==> src/rtl/note_sequencer_pkg.sv <==
// Shared state type and program-entry layout for the note sequencer.
// Entry layout is {tom, note[2:0], dur[DUR_W-1:0]}; offsets depend on DUR_W.
package note_seq_pkg;

  typedef enum logic [1:0] {
    IDLE   = 2'b00,
    PLAY   = 2'b01,
    PAUSED = 2'b10
  } seq_state_e;

  localparam int NOTE_W  = 3;
  localparam int DUR_LSB = 0;

  function automatic int note_lsb(input int dur_w);
    return DUR_LSB + dur_w;
  endfunction

  function automatic int tom_bit(input int dur_w);
    return note_lsb(dur_w) + NOTE_W;
  endfunction

  function automatic int entry_w(input int dur_w);
    return tom_bit(dur_w) + 32'sd1;
  endfunction

endpackage

==> src/rtl/note_sequencer_if.sv <==
// Front-panel controls, program write port and decoder drive of the note sequencer.
interface note_sequencer_if #(
  parameter int STEPS = 16,
  parameter int DUR_W = 8
);
  localparam int IDX_W   = $clog2(STEPS);
  localparam int ENTRY_W = note_seq_pkg::entry_w(DUR_W);

  logic               Start;
  logic               Stop;
  logic               Pause;
  logic               Loop;
  logic               WrEn;
  logic [IDX_W-1:0]   WrAddr;
  logic [ENTRY_W-1:0] WrData;
  logic               TOM;
  logic               A;
  logic               B;
  logic               C;
  logic               NoteValid;
  logic [IDX_W-1:0]   StepIdx;
  logic               Busy;
  logic               Done;

  modport master (
    output Start, Stop, Pause, Loop, WrEn, WrAddr, WrData,
    input  TOM, A, B, C, NoteValid, StepIdx, Busy, Done
  );

  modport slave (
    input  Start, Stop, Pause, Loop, WrEn, WrAddr, WrData,
    output TOM, A, B, C, NoteValid, StepIdx, Busy, Done
  );

endinterface

==> src/rtl/note_sequencer_tick_prescaler.sv <==
// Divides the clock into duration units: tick is high on the last cycle of
// each PRESCALE-cycle window while enabled.
module tick_prescaler #(
  parameter int PRESCALE = 50000
) (
  input  logic Clock,
  input  logic Reset,
  input  logic clear,
  input  logic enable,
  output logic tick
);

  localparam int                CNT_W    = $clog2(PRESCALE);
  localparam logic [CNT_W-1:0]  CNT_LAST = CNT_W'(PRESCALE - 1);

  logic [CNT_W-1:0] count_r;

  assign tick = enable && (count_r == CNT_LAST);

  // Window counter; it only advances while enabled, so a hold freezes it in place.
  always_ff @(posedge Clock) begin
    if (Reset) begin
      count_r <= '0;
    end else if (clear) begin
      count_r <= '0;
    end else if (enable) begin
      if (count_r == CNT_LAST) begin
        count_r <= '0;
      end else begin
        count_r <= count_r + 1'b1;
      end
    end else begin
      count_r <= count_r;
    end
  end

endmodule

==> src/rtl/note_sequencer.sv <==
// Plays a stored note program into the seven-segment note decoder, one
// programmable-length step at a time, with stop, pause and loop control.
module note_sequencer
  import note_seq_pkg::*;
#(
  parameter int STEPS    = 16,
  parameter int DUR_W    = 8,
  parameter int PRESCALE = 50000
) (
  input  logic            Clock,
  input  logic            Reset,
  note_sequencer_if.slave bus
);

  localparam int                IDX_W      = $clog2(STEPS);
  localparam int                ENTRY_W    = entry_w(DUR_W);
  localparam int                NOTE_LSB   = note_lsb(DUR_W);
  localparam int                TOM_BIT    = tom_bit(DUR_W);
  localparam logic [IDX_W-1:0]  FIRST_STEP = '0;
  localparam logic [IDX_W-1:0]  LAST_STEP  = IDX_W'(STEPS - 1);
  localparam logic [DUR_W-1:0]  DUR_ONE    = DUR_W'(1'b1);

  logic [ENTRY_W-1:0] mem_r [STEPS];

  seq_state_e         state_r, state_nxt_s;
  logic [IDX_W-1:0]   step_r, step_nxt_s;
  logic [DUR_W-1:0]   remaining_r, remaining_nxt_s;
  logic               tom_r, tom_nxt_s;
  logic [NOTE_W-1:0]  note_r, note_nxt_s;
  logic               valid_r, valid_nxt_s;
  logic               busy_r, busy_nxt_s;
  logic               done_r, done_nxt_s;

  logic [ENTRY_W-1:0] first_entry_s, next_entry_s, load_entry_s;
  logic [IDX_W-1:0]   next_idx_s;
  logic               first_zero_s, next_zero_s, seq_end_s, restart_ok_s;
  logic               busy_st_s, start_ok_s, running_s, tick_s, final_tick_s;
  logic               load_first_s, load_next_s, prescale_clr_s;

  assign next_idx_s    = step_r + 1'b1;
  assign first_entry_s = mem_r[FIRST_STEP];
  assign next_entry_s  = mem_r[next_idx_s];
  assign first_zero_s  = (first_entry_s[DUR_LSB +: DUR_W] == '0);
  assign next_zero_s   = (next_entry_s[DUR_LSB +: DUR_W] == '0);
  assign seq_end_s     = (step_r == LAST_STEP) || next_zero_s;
  assign restart_ok_s  = bus.Loop && !first_zero_s;

  // Counting runs in PAUSED too once Pause drops, so the resume cycle is not lost.
  assign busy_st_s      = (state_r == PLAY) || (state_r == PAUSED);
  assign start_ok_s     = (state_r == IDLE) && bus.Start && !bus.Stop;
  assign running_s      = busy_st_s && !bus.Stop && !bus.Pause;
  assign final_tick_s   = running_s && tick_s && (remaining_r == DUR_ONE);
  assign load_first_s   = (start_ok_s && !first_zero_s) ||
                          (final_tick_s && seq_end_s && restart_ok_s);
  assign load_next_s    = final_tick_s && !seq_end_s;
  assign load_entry_s   = load_first_s ? first_entry_s : next_entry_s;
  assign prescale_clr_s = (state_r == IDLE);

  tick_prescaler #(
    .PRESCALE (PRESCALE)
  ) u_prescaler (
    .Clock  (Clock),
    .Reset  (Reset),
    .clear  (prescale_clr_s),
    .enable (running_s),
    .tick   (tick_s)
  );

  // Program memory: cleared by reset, writable at any time, read combinationally.
  always_ff @(posedge Clock) begin
    if (Reset) begin
      for (int i = 0; i < STEPS; i++) begin
        mem_r[i] <= '0;
      end
    end else if (bus.WrEn) begin
      mem_r[bus.WrAddr] <= bus.WrData;
    end
  end

  // State and output registers.
  always_ff @(posedge Clock) begin
    if (Reset) begin
      state_r     <= IDLE;
      step_r      <= '0;
      remaining_r <= '0;
      tom_r       <= 1'b0;
      note_r      <= '0;
      valid_r     <= 1'b0;
      busy_r      <= 1'b0;
      done_r      <= 1'b0;
    end else begin
      state_r     <= state_nxt_s;
      step_r      <= step_nxt_s;
      remaining_r <= remaining_nxt_s;
      tom_r       <= tom_nxt_s;
      note_r      <= note_nxt_s;
      valid_r     <= valid_nxt_s;
      busy_r      <= busy_nxt_s;
      done_r      <= done_nxt_s;
    end
  end

  // Next-state logic; Stop outranks Pause, and Pause outranks a pending final tick.
  always_comb begin
    state_nxt_s = state_r;
    case (state_r)
      IDLE: begin
        if (start_ok_s && !first_zero_s) begin
          state_nxt_s = PLAY;
        end else begin
          state_nxt_s = IDLE;
        end
      end
      PLAY, PAUSED: begin
        if (bus.Stop) begin
          state_nxt_s = IDLE;
        end else if (bus.Pause) begin
          state_nxt_s = PAUSED;
        end else if (final_tick_s && seq_end_s && !restart_ok_s) begin
          state_nxt_s = IDLE;
        end else begin
          state_nxt_s = PLAY;
        end
      end
      default: state_nxt_s = IDLE;
    endcase
  end

  // Next output values: a step is copied into registers on load, so rewriting it later has no effect.
  always_comb begin
    step_nxt_s      = step_r;
    remaining_nxt_s = remaining_r;
    tom_nxt_s       = tom_r;
    note_nxt_s      = note_r;
    valid_nxt_s     = valid_r;
    busy_nxt_s      = busy_r;
    done_nxt_s      = (start_ok_s && first_zero_s) ||
                      (final_tick_s && seq_end_s && !restart_ok_s);
    if (state_nxt_s == IDLE) begin
      step_nxt_s      = '0;
      remaining_nxt_s = '0;
      tom_nxt_s       = 1'b0;
      note_nxt_s      = '0;
      valid_nxt_s     = 1'b0;
      busy_nxt_s      = 1'b0;
    end else if (load_first_s || load_next_s) begin
      step_nxt_s      = load_first_s ? FIRST_STEP : next_idx_s;
      remaining_nxt_s = load_entry_s[DUR_LSB +: DUR_W];
      tom_nxt_s       = load_entry_s[TOM_BIT];
      note_nxt_s      = load_entry_s[NOTE_LSB +: NOTE_W];
      valid_nxt_s     = 1'b1;
      busy_nxt_s      = 1'b1;
    end else if (running_s && tick_s) begin
      remaining_nxt_s = remaining_r - DUR_ONE;
    end else begin
      remaining_nxt_s = remaining_r;
    end
  end

  assign bus.TOM       = tom_r;
  assign bus.A         = note_r[2];
  assign bus.B         = note_r[1];
  assign bus.C         = note_r[0];
  assign bus.NoteValid = valid_r;
  assign bus.StepIdx   = step_r;
  assign bus.Busy      = busy_r;
  assign bus.Done      = done_r;

endmodule

==> src/flat_wrapper.sv <==
// flat-port wrapper written by rule: the top's interface ports become plain ports
module note_sequencer_flat import note_seq_pkg::*;
#(
  parameter int STEPS    = 16,
  parameter int DUR_W    = 8,
  parameter int PRESCALE = 50000
)
  (Clock, Reset, bus_Start, bus_Stop, bus_Pause, bus_Loop, bus_WrEn, bus_WrAddr, bus_WrData, bus_TOM, bus_A, bus_B, bus_C, bus_NoteValid, bus_StepIdx, bus_Busy, bus_Done);
  note_sequencer_if #(.STEPS(STEPS), .DUR_W(DUR_W)) bus_i ();
  input  logic Clock;
  input  logic Reset;
  input wire logic [$bits(bus_i.Start)-1:0] bus_Start;
  input wire logic [$bits(bus_i.Stop)-1:0] bus_Stop;
  input wire logic [$bits(bus_i.Pause)-1:0] bus_Pause;
  input wire logic [$bits(bus_i.Loop)-1:0] bus_Loop;
  input wire logic [$bits(bus_i.WrEn)-1:0] bus_WrEn;
  input wire logic [$bits(bus_i.WrAddr)-1:0] bus_WrAddr;
  input wire logic [$bits(bus_i.WrData)-1:0] bus_WrData;
  output wire logic [$bits(bus_i.TOM)-1:0] bus_TOM;
  output wire logic [$bits(bus_i.A)-1:0] bus_A;
  output wire logic [$bits(bus_i.B)-1:0] bus_B;
  output wire logic [$bits(bus_i.C)-1:0] bus_C;
  output wire logic [$bits(bus_i.NoteValid)-1:0] bus_NoteValid;
  output wire logic [$bits(bus_i.StepIdx)-1:0] bus_StepIdx;
  output wire logic [$bits(bus_i.Busy)-1:0] bus_Busy;
  output wire logic [$bits(bus_i.Done)-1:0] bus_Done;
  assign bus_i.Start = bus_Start;
  assign bus_i.Stop = bus_Stop;
  assign bus_i.Pause = bus_Pause;
  assign bus_i.Loop = bus_Loop;
  assign bus_i.WrEn = bus_WrEn;
  assign bus_i.WrAddr = bus_WrAddr;
  assign bus_i.WrData = bus_WrData;
  assign bus_TOM = bus_i.TOM;
  assign bus_A = bus_i.A;
  assign bus_B = bus_i.B;
  assign bus_C = bus_i.C;
  assign bus_NoteValid = bus_i.NoteValid;
  assign bus_StepIdx = bus_i.StepIdx;
  assign bus_Busy = bus_i.Busy;
  assign bus_Done = bus_i.Done;
  note_sequencer #(.STEPS(STEPS), .DUR_W(DUR_W), .PRESCALE(PRESCALE)) u_core (.Clock(Clock), .Reset(Reset), .bus(bus_i));
endmodule
==> config.mk <==
export PLATFORM = sky130hd
export DESIGN_NAME = note_sequencer_flat
export DESIGN_NICKNAME = d
export VERILOG_FILES = /design/src/rtl/note_sequencer_pkg.sv /design/src/rtl/note_sequencer_if.sv /design/src/rtl/note_sequencer_tick_prescaler.sv /design/src/rtl/note_sequencer.sv /design/src/flat_wrapper.sv
export SDC_FILE = /design/constraint.sdc
export NUM_CORES = 1
export LEC_CHECK = 0
export CORE_ASPECT_RATIO = 0.6
export CORE_MARGIN = 4
export CORE_UTILIZATION = 55
export CTS_BUF_LIST = sky130_fd_sc_hd__clkbuf_4
export DETAILED_ROUTE_END_ITERATION = 7
export GPL_ROUTABILITY_DRIVEN = 1
export PLACE_DENSITY = 0.73
export SYNTH_ARGS = -nofsm -noshare
export SYNTH_HDL_FRONTEND = slang
export SYNTH_SLANG_ARGS = --single-unit
==> constraint.sdc <==
create_clock -name Clock -period 3.9 [get_ports Clock]
set_input_delay 0.78 -clock Clock [delete_from_list [all_inputs] [get_ports Clock]]
set_output_delay 0.78 -clock Clock [all_outputs]
set_load 0.01 [all_outputs]
==> impl_metrics.toml <==
[run_status]
outcome = "complete, no violations"

[clock_tree]
post_cts_buffers = 0
clk_pin_slew_ns = 0.07
clockBufferDepth = 3
h-tree-depth = 2
cts_buffers = 54
cts_tree = "yes"
clockRootBuffer = "clkbuf_4"
cts_resized = 0
ctsHoldBuffers = 0
clk_latency_ns = 0.72
clock-sinks = 228

[logic_synthesis]
synth-adder-area-share = 0.00680
synth_top_family_by_area = "simple AND/OR/NAND/NOR gates"
synth_area_leaders = "edfxtp_1 (52%), and2_1 (11%), dfxtp_1 (6.5%)"
synth_top_area_cell = "edfxtp_1"
synth.distinct_cells = 59
synth-compound-area-share = 0.0326
synth_top_cell_area_share = 0.522
synth-seq-area-share = 0.587
synth_fp_nets = 856
syn_area_per_cell_um2 = 13.4
synth_area_um2 = 11000
synth_xor_area_frac = 0.0176
yosys_warnings = 0
synth_edf_count = 192
synth_mux_area_frac = 0.147
yosys.area_share.simple = 0.182
ys_async_sr_fraction = 0
ys_ff_latch = 228
synth_ff_type = "edfxtp_1"
syn_inst = 827

[global_routing]
antenna_found_initial = 1
grt_max_degree = 60
grt_pass1_vias = 7056
track_usage = 0.245
overflow = 0
grt_pass1_wl_um = 41500

[worst_setup_path]
critPathLaunchType = "flip-flop"
required_ns = 4.50
path_buf_inv = 1
r2r-start = "u_core.bus.StepIdx[1]"
worstPathCellList = "ha_2 -> xor2_4 -> buf_4 -> mux4_1 -> nand4_2 -> o21ai_2 -> nand2_4 -> o31a_1 -> nand2_1 -> o21ai_0"
path_max_fanout = 25
r2r_cells = 10
cpPeakStageDelay_ns = 0.80
setup.worst_path.start = "u_core.bus.StepIdx[1]"
cp.depth = 10
crit_arrival_ns = 4.23
crit_end = "u_core.remaining_r[1]"
cp-end-kind = "flip-flop"
cp_slowest_cell = "o31a_1"
r2r_end = "u_core.remaining_r[1]"
path_delay_family = "compound AO/OA/AOI/OAI gates"
rrSetupSlack_ns = 0.26
crit_type = "flip-flop to flip-flop"

[floorplan]
die_w_um = 191
start_util = 0.570
fp.dieH_um = 118
ios = 34
coreArea_um2 = 19400
row_count = 39
die-area_um2 = 22500

[power_and_ir_drop]
power.leakage_uw = 0.00424
peakVddDrop_v = 0.000310
p_per_area_nw_per_um2 = 411

[job]
maxCapViolations = 0

[route]
ant_nets = 0
wirelength_um = 27100
drc = 0
drt_iter0_markers = 630
vias = 7003
viasPerCell = 5.84
wire_per_inst_um = 22.6
drt-pass1-iter-count = 5

[place]
hpwlAfterDp_um = 18800
routabilityCongestion = 0.885
port_buffers = 33

[layout]
fin_util = 0.641
area_delta_synth_final_pct = 12.3
fin_nets = 917
fillCellCount = 1463
drive_gt1_frac = 0.193

[timing]
period_share = 0.932
finalMaxSlewViolations = 0
fin_hold_ws_ns = 0.476
max_slew_margin = 0.304
final.min_clock_period_ns = 3.64
clock_skew_ns = 0.0549
finalHoldViolCount = 0
rsz0062_at_grt = "false"
max_freq_mhz = 275
worst_slew_pin_slew_ns = 1.04
setup_viol = 0
tns_ns = 0

[worst_hold_path]
hold_path_depth = 2
hold_class = "flip-flop to flip-flop"
[layer usage]
layer | vias up | share of wire | GRT usage
met3 | 41 | 0.073 | 0.0599
met1 | 3513 | 0.46 | 0.363
met5 | - | 0 | 0
met4 | 0 | 0.020 | 0.0682
met2 | 286 | 0.44 | 0.365
li1 | 3163 | - | -
[cells in the mapped netlist, types with 7 or more instances]
| library cell | count |
|---|---|
| inv_1 | 7 |
| xnor2_1 | 7 |
| buf_2 | 11 |
| clkbuf_1 | 36 |
| mux4_1 | 11 |
| nand2_1 | 27 |
| or2_2 | 18 |
| mux2i_1 | 69 |
| nand3_1 | 11 |
| and2_1 | 194 |
| a21oi_1 | 10 |
| edfxtp_1 | 192 |
| xor2_1 | 12 |
| dfxtp_1 | 36 |
| o21ai_0 | 10 |
| nor2_1 | 54 |
| mux4_2 | 25 |
[state kept, by name, summed over array words and instances, names as in the netlist]
name                        cells
u_core.bus.Done                 1
u_core.bus.NoteValid            1
u_core.bus.StepIdx              4
u_core.bus.TOM                  1
u_core.mem_r                  192
u_core.note_r                   3
u_core.remaining_r              8
u_core.state_r                  2
u_core.u_prescaler.count_r     16
[kinds of logic after synthesis]
family,after synthesis
AND/OR/NAND/NOR,348
flip-flops,228
multiplexers,112
buffers and inverters,63
AO/OA/AOI/OAI,50
XOR/XNOR,20
adder cells (fa/ha/maj),6
[worst min path at each step]
| stage | startpoint | endpoint | slack (ns) |
|---|---|---|---|
| after floorplan | u_core.u_prescaler.count_r[9] | u_core.u_prescaler.count_r[9] | 0.45 |
| after global placement | u_core.u_prescaler.count_r[9] | u_core.u_prescaler.count_r[9] | 0.46 |
| after detailed placement | u_core.bus.NoteValid | u_core.bus.NoteValid | 0.47 |
| after CTS | u_core.bus.NoteValid | u_core.bus.NoteValid | 0.48 |
| after global routing | u_core.bus.NoteValid | u_core.bus.NoteValid | 0.51 |
| final | u_core.bus.NoteValid | u_core.bus.NoteValid | 0.48 |
[cell type report]
class                           count  area (um2)  share of cell area
Antenna cell                        1        2.50            0.000202
Clock buffer                       83         623              0.0502
Clock inverter                     18         105             0.00847
Inverter                            7        26.3             0.00212
Multi-Input combinational cell    536        4260               0.344
Sequential cell                   228        6490               0.523
Tap cell                          266         333              0.0268
Timing Repair Buffer               61         566              0.0456
[worst register-to-register path, delay by kind of cell, from the launching register on]
kind,cells,cell delay [ns]
AO/OA/AOI/OAI,3,1.12
multiplexers,1,0.68
AND/OR/NAND/NOR,3,0.62
flip-flops,1,0.39
buffers and inverters,1,0.31
adder cells (fa/ha/maj),1,0.30
XOR/XNOR,1,0.14
[stage by stage]
step	instance area (um2)	setup WS, ns	cells	power (uW)
4_1_cts	12400	0.293	1199	5140
2_1_floorplan	11000	0.949	827	2990
6_report	12400	0.265	1200	5100
3_5_place_dp	11700	0.241	1098	3130
3_3_place_gp	11700	0.341	1098	3120
5_1_grt	12400	0.0121	1200	5320
[cells in the final DEF, fill, tap and decap left out, drive strengths merged, types with 3 or more instances in the layout]
cell type,count
mux2,7
clkinv,15
a31oi,4
clkbuf,83
nor3b,3
mux2i,69
xor2,13
dfxtp,36
nand2,28
nor2,54
and2,194
nand3b,3
inv,9
xnor2,7
a22oi,4
nor3,6
nand3,11
or3,4
a21oi,10
nand2b,3
ha,6
nand4,9
nor2b,6
and3,4
buf,28
mux4,36
clkdlybuf4s50,33
or2,18
o21ai,11
a311oi,3
edfxtp,192
a211oi,3
[power by group]
part / internal (uW) / switching [uW]
sequential: 2760 / 46.2
clock: 1040 / 982
combinational: 102 / 172
Note: power is estimated with default switching activity, not from simulation.
==> variant 1 (same flow settings) <==
The 3 states of `seq_state_e` get a one-hot encoding in 3 bits.
--- a/src/rtl/note_sequencer_pkg.sv
+++ b/src/rtl/note_sequencer_pkg.sv
@@ -2,10 +2,10 @@
 // Entry layout is {tom, note[2:0], dur[DUR_W-1:0]}; offsets depend on DUR_W.
 package note_seq_pkg;
 
-  typedef enum logic [1:0] {
-    IDLE   = 2'b00,
-    PLAY   = 2'b01,
-    PAUSED = 2'b10
+  typedef enum logic [2:0] {
+    IDLE   = 3'b001,
+    PLAY   = 3'b010,
+    PAUSED = 3'b100
   } seq_state_e;
 
   localparam int NOTE_W  = 3;
Formal check against the unedited RTL: same outputs for any inputs over 10 cycles, from zero or initial values and one cycle with Reset high; not proved beyond that.
==> variant 1 against the original RTL <==
Design area rose by 0.19%; wire length rose by 0.32%; area after synthesis barely moved; die area barely moved; clock skew fell by 0.0098 ns; power rose by 1.5%; worst setup slack improved by 0.0017 ns; fmax barely moved; sequential cell count rose by 1; combinational power rose by 27%; critical path type unchanged; largest cell class unchanged; highest routed layer unchanged.
==> variant 1: results (changes against the original RTL) <==
| Metric | Value |
|---|---|
| Hold Path Origin | `u_core.u_prescaler.count_r[10]$_SDFFE_PP0P_` |
| Post-Syn Nets | `854 (-0.23%)` |
| Signal buffers share of area | `4.91% (+0.35 points)` |
| Syn Area/Cell | `13.4 sq um (about the same)` |
| Hold path endpoint | `u_core.u_prescaler.count_r[10]$_SDFFE_PP0P_` |
| Clkbuf count | `88 (+6.0%)` |
| Inserted Diodes | `0 (-1)` |
| Non-filler instance count after layout | `1201 (+0.083%)` |
| # nets final | `920 (+0.33%)` |
| Initial antenna violation count | `0 (-1)` |
| GPL Wtd Cong | `0.874 (-1.2%)` |
| Aggregate routed wire length | `27200 microns (+0.32%)` |
| Inst Count DP | `1104 (+0.55%)` |
| Final Skew | `0.0451 ns (-0.00984 ns)` |
| Multi-input gate area | `4230 sq um (-0.82%)` |
| Worst r2r path cells | `9 (-1)` |
| Register area | `6510 sq um (+0.31%)` |
| Yosys cell types | `65 (+10%)` |
| Filler instances | `1423 (-2.7%)` |
| Final HPWL DP | `18900 microns (+0.27%)` |
| VDD IR-drop max | `0.261 mV (-16%)` |
| Number of flip-flops and latches | `229 (+0.44%)` |
| Via density | `5.91 (+1.3%)` |
| Sequential area share after synthesis | `58.9% (+0.15 points)` |
| CTS Buf Count | `53 (-1.9%)` |
| Slew @ Worst Pin | `0.984 ns (-0.0509 ns)` |
| Buffers, non-clock | `67 (+9.8%)` |
| Leading cell types by count after synthesis | `and2_1, edfxtp_1, mux2i_1, nor2_1, dfxtp_1` |
| Crit-path max FO | `24 (-4.0%)` |
| Dominant cells by area after synthesis | `edfxtp_1, and2_1, dfxtp_1` |
| Comb_multi_in | `534 (-0.37%)` |
| Outcome | `finished, final reports clean` |
| Layout cells sized above 1 | `18.8% (-0.47 points)` |
| Vias in the first global route | `6953 (-1.5%)` |
| Met2 usage | `31.8% (-4.7 points)` |
-- variant 1: cell count changes in the layout (fill, tap and decap cells not counted), sizes merged, moves of 5 or more --
cell,change
or2,-14
clkinv,-7
or3b,+5
o21ai,+8
nor3,+8
nor2,-11
clkbuf,+5
mux2,-7
a221oi,+7
or3,+6
buf,+6
nand2,-6
-- variant 1: logic make-up (layout without fill, tap and decap cells) --
group | count (synthesis) | count (layout) | share of synthesized area (%)
XOR/XNOR | 20 | 20 | 1.58
flip-flops | 229 | 229 | 58.9
buffers and inverters | 64 | 172 | 2.97
multiplexers | 106 | 106 | 13.8
adder cells (fa/ha/maj) | 4 | 4 | 0.453
AO/OA/AOI/OAI | 67 | 67 | 4.26
AND/OR/NAND/NOR | 337 | 337 | 18.1
-- variant 1: worst max-delay path, cell delays in order, from the launching register on --
cell and delay (ns):
dfxtp_1 0.34, ha_2 0.72, buf_4 0.26, mux2i_1 0.38, mux4_2 0.36, nand4_2 0.14
o211ai_2 0.31, nand2_2 0.34, or3_1 0.42, a221oi_1 0.23
-- variant 1: power by group --
| group | internal (uW) | switching, uW | total, uW |
|---|---|---|---|
| Sequential | 2770 | 48.7 | 2820 |
| Combinational | 128 | 220 | 348 |
| Clock | 1080 | 937 | 2010 |
-- variant 1: through the flow --
step                      hold WS, ns  total power [uW]  setup slack [ns]  area, sq um  utilization [%]
after global routing            0.552              5390             0.108        12400             64.2
final                           0.519              5180             0.267        12400             64.2
after floorplan                 0.467              3050              1.12        11100                -
after detailed placement        0.511              3210             0.238        11700             60.5
after CTS                       0.521              5210             0.371        12400             64.2
after global placement          0.480              3200             0.321        11700             60.5
-- variant 1: per-layer routing --
metal	share of wire, %	routed length, microns
met1	46	12500
met2	41	11000
met3	12	3200
met4	1.6	439
met5	0	0
==> variant 2 (same settings) <==
Made on the original files. Set the localparam `FIRST_STEP` to 1 (it was '0).
--- a/src/rtl/note_sequencer.sv
+++ b/src/rtl/note_sequencer.sv
@@ -16,7 +16,7 @@
   localparam int                ENTRY_W    = entry_w(DUR_W);
   localparam int                NOTE_LSB   = note_lsb(DUR_W);
   localparam int                TOM_BIT    = tom_bit(DUR_W);
-  localparam logic [IDX_W-1:0]  FIRST_STEP = '0;
+  localparam logic [IDX_W-1:0]  FIRST_STEP = 1;
   localparam logic [IDX_W-1:0]  LAST_STEP  = IDX_W'(STEPS - 1);
   localparam logic [DUR_W-1:0]  DUR_ONE    = DUR_W'(1'b1);
 
Formal check against the unedited RTL: not equivalent (Yosys sat finds a counterexample within 4 cycles, from zero or initial values and one cycle with Reset high).
==> variant 2 against the original RTL <==
Wire length grew 4.8%; area after synthesis shrank 0.45%; worst setup slack gained 0.038 ns; sequential cell count is the same; synthesized cell count shrank 1.3%; power grew 1.9%; sequential power is essentially flat; design area shrank 0.18%.
==> variant 2: results (changes against the original RTL) <==
| Metric | Value |
|---|---|
| Outcome | `finished, final reports clean` |
| Clk pwr share | `39.2% (-0.5 points)` |
| Met1 Wirelength | `13300 microns (+6.4%)` |
| Clkbuf count | `82 (-1.2%)` |
| Worst R2R Setup Slack | `0.30 ns (+0.04 ns)` |
| Clock-cell share of area | `5.88% (+0.011 points)` |
| Final WS setup | `0.303 ns (+0.0376 ns)` |
| CP max-delay cell | `mux4_1` |
| Inserted Diodes | `0 (-1)` |
| Final HPWL DP | `19300 microns (+2.6%)` |
| Core ar. | `19300 sq um (-0.25%)` |
| Vias in the first global route | `6872 (-2.6%)` |
| Crit-path max FO | `16 (-36%)` |
| Leading cell types by count after synthesis | `and2_1, edfxtp_1, mux2i_1, nor2_1, clkbuf_1` |
| Pre-antenna DRT Iters | `6 (+1)` |
| Drt initial violations | `731 (+16%)` |
| Design internal power | `3980 uW (+1.9%)` |
| Final Skew | `0.0313 ns (-0.0236 ns)` |
| Comb_multi_in | `526 (-1.9%)` |
| M1 GR Usage | `40.6% (+4.3 points)` |
| # nets final | `905 (-1.3%)` |
| Fraction of area in multi-input gates | `34.2% (-0.17 points)` |
| Met2 WL | `11300 microns (-6.2%)` |
| Met3 usage in global routing | `9.57% (+3.6 points)` |
| VDD IR-drop max | `0.309 mV (-0.52%)` |
| First-pass GRT wire length | `42700 microns (+3.0%)` |
| Filler instances | `1457 (-0.41%)` |
| Seq area share | `52.4% (+0.095 points)` |
| Mapped Cells | `816 (-1.3%)` |
| CTS Buf Count | `53 (-1.9%)` |
## variant 2: cell types whose count changed after synthesis, moves of 3 or more
cell      unedited run  this run
a211oi_1             2         5
mux2i_1             69        76
mux4_1              11        14
mux4_2              25        22
nand2_1             27        19
nor2_1              54        50
o21ai_0             10         5
o21bai_1             0         3
## variant 2: cell families (layout without fill, tap and decap cells)
| group | after synthesis | in the layout | share of synthesized area [%] |
|---|---|---|---|
| AO/OA/AOI/OAI | 48 | 48 | 3.15 |
| flip-flops | 228 | 228 | 59.0 |
| AND/OR/NAND/NOR | 336 | 336 | 17.6 |
| adder cells (fa/ha/maj) | 6 | 6 | 0.683 |
| multiplexers | 117 | 117 | 15.3 |
| XOR/XNOR | 19 | 19 | 1.68 |
| buffers and inverters | 62 | 164 | 2.57 |
## variant 2: power groups by stage
stage	logic, uW	registers, uW	clock network (uW)
floorplan	198	2830	0
global placement	336	2860	0
detailed placement	345	2860	0
CTS	347	2810	2060
global route	372	2820	2220
finish	350	2810	2040
